--- config.mk ---
export PLATFORM = sky130hd
export DESIGN_NAME = qlf_k6n10_seq_div
export DESIGN_NICKNAME = d
export VERILOG_FILES = /design/src/rtl/qlf_k6n10_seq_div.sv
export SDC_FILE = /design/constraint.sdc
export NUM_CORES = 1
export LEC_CHECK = 0
export CAP_MARGIN = 25
export CORE_MARGIN = 4
export CORE_UTILIZATION = 49
export DETAILED_ROUTE_END_ITERATION = 8
export HOLD_SLACK_MARGIN = 0.05
export MAX_ROUTING_LAYER = met4
export PLACE_DENSITY_LB_ADDON = 0.2
export SLEW_MARGIN = 20
export SYNTH_ARGS = -nofsm -noshare
export SYNTH_HDL_FRONTEND = slang
export SYNTH_SLANG_ARGS = --single-unit
export TNS_END_PERCENT = 5
--- constraint.sdc ---
create_clock -name clk -period 2.6 [get_ports clk]
set_clock_uncertainty 0.15 [all_clocks]
set_input_delay 0.52 -clock clk [delete_from_list [all_inputs] [get_ports clk]]
set_output_delay 0.52 -clock clk [all_outputs]
set_load 0.03 [all_outputs]
--- src/rtl/qlf_k6n10_seq_div.sv ---
// Sequential restoring divider: one quotient bit per clock, WIDTH steps per operation.
// A zero divisor short-circuits straight to DONE with saturated quotient and pass-through remainder.
module qlf_k6n10_seq_div #(
  parameter int WIDTH = 16
) (
  input  logic             clk,
  input  logic             rst_n,
  input  logic             start,
  input  logic [WIDTH-1:0] dividend,
  input  logic [WIDTH-1:0] divisor,
  output logic             ready,
  output logic             valid,
  output logic [WIDTH-1:0] quotient,
  output logic [WIDTH-1:0] remainder,
  output logic             div_by_zero
);

  localparam int CW = $clog2(WIDTH + 1);

  typedef enum logic [1:0] {
    IDLE = 2'd0,
    CALC = 2'd1,
    DONE = 2'd2
  } state_t;

  state_t           state_q, state_d;
  logic [CW-1:0]    cnt_q, cnt_d;
  logic [WIDTH-1:0] dvd_q, dvd_d;
  logic [WIDTH-1:0] dsr_q, dsr_d;
  logic [WIDTH-1:0] quot_q, quot_d;
  logic [WIDTH-1:0] rem_q, rem_d;
  logic             dbz_q, dbz_d;

  logic [WIDTH:0]   shifted;
  logic [WIDTH:0]   trial;
  logic             borrow;

  // Partial remainder is always below the divisor, so the shifted value fits in
  // WIDTH+1 bits and the subtract's MSB is a clean borrow flag.
  assign shifted = {rem_q, dvd_q[WIDTH-1]};
  assign trial   = shifted - {1'b0, dsr_q};
  assign borrow  = trial[WIDTH];

  always_comb begin
    state_d = state_q;
    cnt_d   = cnt_q;
    dvd_d   = dvd_q;
    dsr_d   = dsr_q;
    quot_d  = quot_q;
    rem_d   = rem_q;
    dbz_d   = dbz_q;

    case (state_q)
      IDLE: begin
        if (start) begin
          dvd_d = dividend;
          dsr_d = divisor;
          cnt_d = CW'(WIDTH);
          if (divisor == '0) begin
            quot_d  = '1;
            rem_d   = dividend;
            dbz_d   = 1'b1;
            state_d = DONE;
          end else begin
            quot_d  = '0;
            rem_d   = '0;
            dbz_d   = 1'b0;
            state_d = CALC;
          end
        end
      end

      CALC: begin
        dvd_d  = {dvd_q[WIDTH-2:0], 1'b0};
        cnt_d  = cnt_q - CW'(1);
        quot_d = {quot_q[WIDTH-2:0], ~borrow};
        rem_d  = borrow ? shifted[WIDTH-1:0] : trial[WIDTH-1:0];
        if (cnt_q == CW'(1)) begin
          state_d = DONE;
        end
      end

      DONE: begin
        state_d = IDLE;
      end

      default: begin
        state_d = IDLE;
      end
    endcase
  end

  always_ff @(posedge clk or negedge rst_n) begin
    if (!rst_n) begin
      state_q <= IDLE;
      cnt_q   <= '0;
      dvd_q   <= '0;
      dsr_q   <= '0;
      quot_q  <= '0;
      rem_q   <= '0;
      dbz_q   <= 1'b0;
    end else begin
      state_q <= state_d;
      cnt_q   <= cnt_d;
      dvd_q   <= dvd_d;
      dsr_q   <= dsr_d;
      quot_q  <= quot_d;
      rem_q   <= rem_d;
      dbz_q   <= dbz_d;
    end
  end

  assign ready       = (state_q == IDLE);
  assign valid       = (state_q == DONE);
  assign quotient    = quot_q;
  assign remainder   = rem_q;
  assign div_by_zero = dbz_q;

endmodule

==> results.json <==
{
  "run_status": "finished with violations",
  "violations": "negative setup slack",
  "seq_area_mm2": 0.001808,
  "cap_viol_max_count": 0,
  "grt_use_met1_pct": 33.82,
  "num_io_pins": 70,
  "mostFrequentLayoutCells": "68 x clkdlybuf4s50_1, 67 x dfrtp_1, 62 x a21oi_1",
  "gp_congestion": 0.9050,
  "grt_use_met3_pct": 4.983,
  "die_h_um": 101.1,
  "area_growth_pct": 34.44,
  "grt-ovfl-total": 0,
  "cts_tree": "done",
  "wl_mm": 11.82,
  "static-leakage-power_nw": 2.495,
  "fin_ws_ps": -151.5,
  "layoutNonFillerInstCount": 696,
  "top_usage_layer": "met2",
  "critPathKind": "reg -> reg",
  "final_layout_size_suffix_gt1_share_pct": 17.43,
  "syn_area_mm2": 0.004243,
  "drc": 0,
  "hold_class": "reg -> reg",
  "arrival_ps": 2860,
  "synthArstFlopShare_pct": 100.0,
  "synth_fp_nets": 536,
  "clockBufferDepth": 2,
  "place_ws_ps": -154.3,
  "io_buffers": 69,
  "grt_start_max_net_pins": 34,
  "routedWlPerCell_um": 16.99,
  "place_inst": 674,
  "ir_drop_v": 0.0005443,
  "utilization_pct": 68.73,
  "grt_pass1_vias": 3927,
  "p_per_area_mw_per_mm2": 1467,
  "worst_slew_pin_slew_ps": 607.0,
  "clk_pin_slew_worst_paths_ps": 90,
  "relSlewSlack_pct": 59.53,
  "cp_slowest_cell": "dfrtp_2",
  "cp.required_ps": 2710,
  "clk_latency_ps": 350,
  "clock-root-buffer": "clkbuf_8",
  "synth.yosys.seq_area_share_pct": 42.47,
  "synth_seq_cells": 72,
  "min_period_ps": 2752,
  "coreArea_mm2": 0.008299,
  "core.rowCount": 33,
  "multiInputGateArea_mm2": 0.002316,
  "nets": 640,
  "crit_buf_inv": 1,
  "vias": 3997,
  "worst_path_dominant_cell_family": "compound AO/OA/AOI/OAI gates",
  "cts-htree-levels": 3,
  "die_x_um": 101.1,
  "avgViaCountPerCell": 5.743,
  "fillers": 655,
  "initial_core_util_pct": 51.12,
  "path_cells": "ha_1 > a21oi_2 > o21ai_2 > a221o_1 > a31o_1 > xor2_2 > buf_12 > mux2_4 > o221ai_2",
  "yosys_warnings": 0,
  "firstDrtPassIters": 5,
  "period_share_pct": 105.8,
  "cts_buffers": 9,
  "cp-start-kind": "flop",
  "setup_viol": 14,
  "place_hpwl_mm": 8.687,
  "antenna_found_initial": 0,
  "synth_edf_count": 0,
  "end_kind": "flop",
  "p_total_mw": 8.370,
  "synth_cell_types": 55,
  "max_freq_mhz": 363.4,
  "drv_slew": 0,
  "avgSynthCellArea_um2": 8.803,
  "hold_viol": 0,
  "slowest_delay_ps": 430,
  "syn_inst": 482,
  "synth_ff_type": "dfrtp_1",
  "cp_max_fo": 8,
  "final_common_cell": "clkdlybuf4s50_1",
  "ant_nets": 0,
  "met2_usage_pct": 37.37,
  "track_usage_pct": 24.63,
  "die_area_mm2": 0.01021,
  "cts_sinks": 72,
  "rsz0062_at_grt": "yes",
  "drtIter0Drc": 233,
  "diodes": 0,
  "grt_pass1_wl_mm": 19.29
}
[cell usage after synthesis (2+ instances only)]
master    count  area share (%)
nor2_1       25             2.2
nand3_1       4            0.47
xor2_1        6             1.2
clkbuf_1     29             2.6
nor2b_1      25             3.7
mux2i_1      13             3.1
nand2_1      51             4.5
xnor2_1       7             1.4
a22oi_1      15             2.7
ha_1         18             5.3
and2_1        3            0.44
nand3b_1      2            0.35
o22ai_1       4            0.59
a21boi_0      2            0.35
nor4_1        4            0.59
o31a_1        2            0.41
o211ai_1      6             1.1
and3_1        5            0.74
o21ai_0      56             6.6
mux2_4        2            0.71
o21a_1        3            0.53
a221oi_1      2            0.41
o221ai_1      3            0.62
a21o_1        4            0.71
a22o_1        2            0.41
dfrtp_1      72              42
a21oi_1      65             7.7
nand2b_1      5            0.74
inv_1        21             1.9
[kinds of logic after synthesis]
family                   Yosys count  share of synthesized area, %
multiplexers                      16                         4.040
flip-flops                        72                         42.47
XOR/XNOR                          13                         2.684
AO/OA/AOI/OAI                    177                         25.07
buffers and inverters             53                         4.895
AND/OR/NAND/NOR                  132                         15.07
adder cells (fa/ha/maj)           19                         5.780
[registers in the layout (all words and copies together), names as in the netlist]
register,flops
cnt_q,5
dvd_q,16
remainder,16
dsr_q,16
quotient,16
div_by_zero,1
state_q,2
[through the flow]
stage	setup TNS, ps	hold slack (ps)	instance area (um2)
after global placement	-391.5	316.7	5378
after global routing	-2669	373.0	5704
after CTS	-1293	349.6	5679
after detailed placement	-1881	324.6	5378
final	-1113	337.8	5704
after floorplan	-107.1	74.41	4264
[report_power, final]
part | leakage [nW] | switching, mW | internal [mW]
clock network | 0.102 | 0.448 | 0.472
logic | 1.47 | 2.94 | 2.65
registers | 0.918 | 0.304 | 1.55
total | 2.49 | 3.69 | 4.68
[final cells by class]
| class | instances | share of cell area [%] |
|---|---|---|
| clock inverters | 6 | 1.206 |
| clock buffers | 10 | 2.413 |
| repair buffers | 125 | 20.40 |
| flip-flops and latches | 72 | 31.70 |
| multi-input cells | 357 | 40.60 |
| inverters | 21 | 1.382 |
| well taps | 105 | 2.303 |
[path summary, 6_finish.rpt]
kind	startpoint	to	slack, ps	cells past startpoint
min in group asynchronous	rst_n	dsr_q[4]	560	2
setup reg to reg	remainder[10]	remainder[0]	-150	9
hold / removal	quotient[15]	quotient[15]	340	2
setup / recovery	remainder[10]	remainder[0]	-150	9
hold reg to reg	quotient[15]	quotient[15]	340	2
max in group asynchronous	rst_n	dvd_q[8]	1040	3
[layer usage]
layer,vias to the layer above,wire (um)
met5,-,0
met4,0,98
met3,11,759
met2,124,5631
met1,1947,5334
li1,1915,-
[worst min-delay path: stages, from the launching register on]
cell and delay (ps):
dfrtp_1 350, nand2_1 40, o21ai_0 60
[repair_timing]
item	in CTS	in global routing
hold buffers	1	0
endpoints found under the hold margin	22	0
pin swaps	7	6
setup endpoints to repair	16	17
gates cloned	1	0
setup buffers	3	1
gates resized for setup	7	11
Power figures use the tool's default switching activity.
==> patch 1: new RTL, config.mk and constraints unchanged <==
`dsr_q` no longer has a reset.
--- a/src/rtl/qlf_k6n10_seq_div.sv
+++ b/src/rtl/qlf_k6n10_seq_div.sv
@@ -95,7 +95,6 @@
       state_q <= IDLE;
       cnt_q   <= '0;
       dvd_q   <= '0;
-      dsr_q   <= '0;
       quot_q  <= '0;
       rem_q   <= '0;
       dbz_q   <= 1'b0;
@@ -103,11 +102,14 @@
       state_q <= state_d;
       cnt_q   <= cnt_d;
       dvd_q   <= dvd_d;
-      dsr_q   <= dsr_d;
       quot_q  <= quot_d;
       rem_q   <= rem_d;
       dbz_q   <= dbz_d;
     end
+  end
+
+  always_ff @(posedge clk) begin
+    dsr_q <= dsr_d;
   end
 
   assign ready       = (state_q == IDLE);
Check against the original RTL: no difference found for any inputs over 4 cycles, from zero or initial values and one cycle with rst_n low; that may be too few to reach the edited logic, so the function may still have changed.
==> patch 1 against the unedited design <==
- power is 13% lower
- sequential cell count stayed put
- setup slack improved by 150 ps
- final cell count fell by 12%
- global-route usage shrank 0.25 points
- design area shrank 4.5%
- synthesized area decreased by 5.4%
- wire length is 5.6% lower
- critical endpoint is now remainder[1]
- largest cell class unchanged
==> patch 1: results <==
set metrics [dict create \
    clockRootBuffer "clkbuf_8" \
    grt_usage_pct 24.4 \
    drive_gt1_share_pct 20.7 \
    ant_nets 0 \
    grt_pass1_vias 3681 \
    gp_congestion 0.888 \
    firstDrtPassIters 5 \
    port_buffers 69 \
    holdCritPathClass "input port to asynchronous set/reset pin" \
    cp.arrival_ps 2730 \
    vias 3627 \
    critPathMaxStageDelay_ps 350 \
    yosysSeqAreaShare_pct 46.9 \
    worst_pin_slew_ps 687 \
    numCtsBuffers 9 \
    timing.rr.end "remainder[1]" \
    post_drt_wl_per_cell_um 18.1 \
    dp_slack_ps -122 \
    async_flop_share_pct 77.8 \
    synth_enable_flop_cells 16 \
    antenna_found_initial 0 \
    synth.area.top_cells "dfrtp_1 (35%), edfxtp_1 (12%), ha_1 (5.6%)" \
    power_leakage_nw 2.34 \
    n_antenna_cell 0 \
    insertion_delay_ps 350 \
    htreeDepth 3 \
    slowest_stage "dfrtp_1" \
    cap_violations 0 \
    status "finished clean" \
    grt_max_degree 31 \
    synthTopCellsByCount "dfrtp_1 (56), a21oi_1 (34), nand3_1 (34)" \
    cts.clk_slew.worst_paths_ps 80 \
    yosys.area_share.adder_pct 6.11 \
    nNetsFinal 562 \
    critPathMaxFanout 8 \
    dpl.hpwl_um 8330 \
    syn_nets 451 \
    r2r_start "dvd_q[15]" \
    synth_compound_area_share_pct 24.2 \
    end_kind "flop" \
    first_iter_violations 222 \
    synth_xor_area_share_pct 3.74 \
    reg2reg_depth 11 \
    grt_pass1_wl_um 18500 \
    ir_drop_uv 710 \
    fin_crit_sh_pct 99.9 \
    synthDistinctLibCells 49 \
    synthMuxAreaShare_pct 0.748 \
]
## patch 1: cell count changes after synthesis, moves of 16 or more
cell,unedited run,this run
clkbuf_1,29,11
a21oi_1,65,34
nand2_1,51,16
o21ai_0,56,28
dfrtp_1,72,56
edfxtp_1,0,16
nand3_1,4,34
## patch 1: layer usage
layer  vias up  part of all wire (%)  GRT usage [%]
li1       1705                     -              -
met2       135                    48           38.5
met1      1771                    44           32.4
met5         -                     0              -
met3        16                   5.7           4.53
met4         0                   1.6           6.83
## patch 1: repair_timing
item | CTS | global route
pin swaps | 3 | 0
hold endpoints to repair | 0 | 0
endpoints found under the setup margin | 14 | 19
gates resized for setup | 2 | 2
buffers inserted | 0 | 0
## patch 1: cell type report
cell class / instances / area [sq um]
clock buffer: 10 / 128
clock inverter: 6 / 66.3
fill: 626 / 2400
inverter: 22 / 82.6
multi-input combinational: 277 / 2010
sequential: 72 / 1890
tap: 102 / 128
timing repair buffer: 126 / 1140
## patch 1: critical path, delay by kind of cell, from the launching register on
family,cells,cell delay (ps)
AO/OA/AOI/OAI,4,610
adder cells (fa/ha/maj),2,550
flip-flops,1,350
multiplexers,1,340
buffers and inverters,2,220
AND/OR/NAND/NOR,1,160
XOR/XNOR,1,160
## patch 1: worst min path at each step
stage / slack [ps] / startpoint / depth (start not counted) / end
2_1_floorplan: 70 / rst_n / 0 / cnt_q[0]
6_report: 40 / rst_n / 1 / remainder[10]
3_3_place_gp: 320 / div_by_zero / 1 / div_by_zero
4_1_cts: 60 / rst_n / 1 / remainder[10]
5_1_grt: 90 / rst_n / 1 / remainder[10]
3_5_place_dp: 320 / div_by_zero / 1 / div_by_zero
## patch 1: report_power, final
group,switching (mW),total [mW],internal (mW)
registers,0.361,1.96,1.60
logic,2.35,4.41,2.05
clock network,0.453,0.903,0.449
## patch 1: logic make-up (layout without fill, tap and decap cells)
kind of cell,Yosys count,count (layout)
xor gates and xnor gates,15,15
buffers and inverters,48,164
DFF,72,72
muxes,2,2
AOI/OAI and AO/OA,140,140
and+or+nand+nor,101,101
adders and majority gates,19,19
## patch 1: metrics by stage
stage | cell area (sq um) | total power, mW | std cells | hold WS (ps)
2_1_floorplan | 4070 | 4.67 | 397 | 74.4
3_3_place_gp | 5230 | 6.19 | 599 | 317
3_5_place_dp | 5230 | 6.30 | 599 | 318
4_1_cts | 5440 | 7.26 | 615 | 63.0
5_1_grt | 5450 | 7.76 | 615 | 88.4
6_report | 5450 | 7.27 | 615 | 43.5
==> patch 2: new RTL, same settings <==
Made on the original files. The parameter `WIDTH` goes from 16 to 32.
--- a/src/rtl/qlf_k6n10_seq_div.sv
+++ b/src/rtl/qlf_k6n10_seq_div.sv
@@ -1,7 +1,7 @@
 // Sequential restoring divider: one quotient bit per clock, WIDTH steps per operation.
 // A zero divisor short-circuits straight to DONE with saturated quotient and pass-through remainder.
 module qlf_k6n10_seq_div #(
-  parameter int WIDTH = 16
+  parameter int WIDTH = 32
 ) (
   input  logic             clk,
   input  logic             rst_n,
Ports: changed (resized dividend, divisor, quotient and remainder); port bits go from 70 to 134. The function was not compared with the original's and may differ.
==> patch 2 against the unedited design <==
- the run still ends with negative setup slack left
- first-iteration DRC count rose to 3.5 times the old value
- critical endpoint is now remainder[19]
- wire length up 120%
- final cell count rose by 95%
- via count is 98% higher
- design area increased by 100%
- worst hold slack worse by 9.3 ps
- sequential cell count grew 65
- setup slack worse by 230 ps
- synthesized area rose by 86%
Power is not shown: default switching activity piles up to over one toggle a cycle in this logic, so the estimate is an artifact.
==> patch 2: results <==
set metrics [dict create \
    status "finished with violations" \
    violations "negative setup slack" \
    met3_length_um 1720 \
    setup_violations 33 \
    cp.arrival_ps 3130 \
    synthDistinctLibCells 71 \
    grt_pass1_wl_um 40700 \
    met2_usage_pct 43.2 \
    vias 7917 \
    port_buffers 133 \
    use_met3_pct 4.81 \
    insertion_delay_ps 420 \
    yosysSeqAreaShare_pct 43.5 \
    timing.rr.end "remainder[19]" \
    synth.area.top_cells "dfrtp_1 (44%), nand2_1 (6.0%), ha_1 (5.4%)" \
    r2r_start "remainder[4]" \
    yosys.area_share.adder_pct 5.65 \
    grt_usage_pct 29.2 \
    drt-met1-wl_um 11900 \
    htreeDepth 4 \
    grt_max_degree 56 \
    holdWs_ps 329 \
    synthTopCellsByCount "dfrtp_1 (137), nand2_1 (125), a21oi_1 (64)" \
    firstDrtPassIters 6 \
    route.met2.wl_um 11700 \
    first_iter_violations 819 \
    final.setup.worst_slack_ps -382 \
    gp_congestion 0.961 \
    reg2reg_depth 11 \
    grtUsageMet1_pct 42.3 \
    drive_gt1_share_pct 23.3 \
    clockRootBuffer "clkbuf_16" \
    fillers 1198 \
    postCtsSetupBuffers 2 \
    dpl.hpwl_um 18600 \
    finalWirelength_um 25700 \
]
patch 2: area by class of cell:
cell class	instances	area, sq um	area share, %
repair buffers	310	2820	24.4
clock buffers	20	467	4.05
inverters	38	143	1.24
well taps	216	270	2.34
clock inverters	11	110	0.955
multi-input cells	626	4290	37.2
flip-flops and latches	137	3440	29.8
patch 2: worst max-delay path by stage:
| stage | endpoint | start |
|---|---|---|
| 5_1_grt | remainder[19] | remainder[4] |
| 2_1_floorplan | remainder[26] | remainder[13] |
| 4_1_cts | remainder[19] | dsr_q[13] |
| 3_5_place_dp | remainder[5] | dvd_q[31] |
| 6_report | remainder[19] | remainder[4] |
| 3_3_place_gp | remainder[18] | dvd_q[31] |
patch 2: through the flow:
| step | worst slack (ps) | utilization, % | cell area, sq um | setup TNS, ps | instances |
|---|---|---|---|---|---|
| global placement | -433 | 67.6 | 10700 | -21650 | 1318 |
| global route | -464 | 72.8 | 11500 | -13090 | 1358 |
| detailed placement | -512 | 67.6 | 10700 | -21320 | 1318 |
| floorplan | -442 | - | 7980 | -12930 | 860 |
| CTS | -376 | 72.2 | 11400 | -9340 | 1353 |
| finish | -382 | 72.8 | 11500 | -9410 | 1358 |
patch 2: cell families (layout without fill, tap and decap cells):
kind of cell	count (synthesis)	count (layout)
AO/OA/AOI/OAI	284	284
XOR/XNOR	22	22
adder cells (fa/ha/maj)	35	35
buffers and inverters	97	379
flip-flops	137	137
multiplexers	12	12
AND/OR/NAND/NOR	273	273
patch 2: worst max-delay path, cell delays in order (launching register included):
cell      delay, ps
dfrtp_2         420
ha_4            240
a21o_1          170
a211o_1         310
o2111a_1        280
o21a_2          240
o311a_4         330
and3_4          200
buf_12          140
buf_16          140
o31ai_4         180
a21oi_2          50
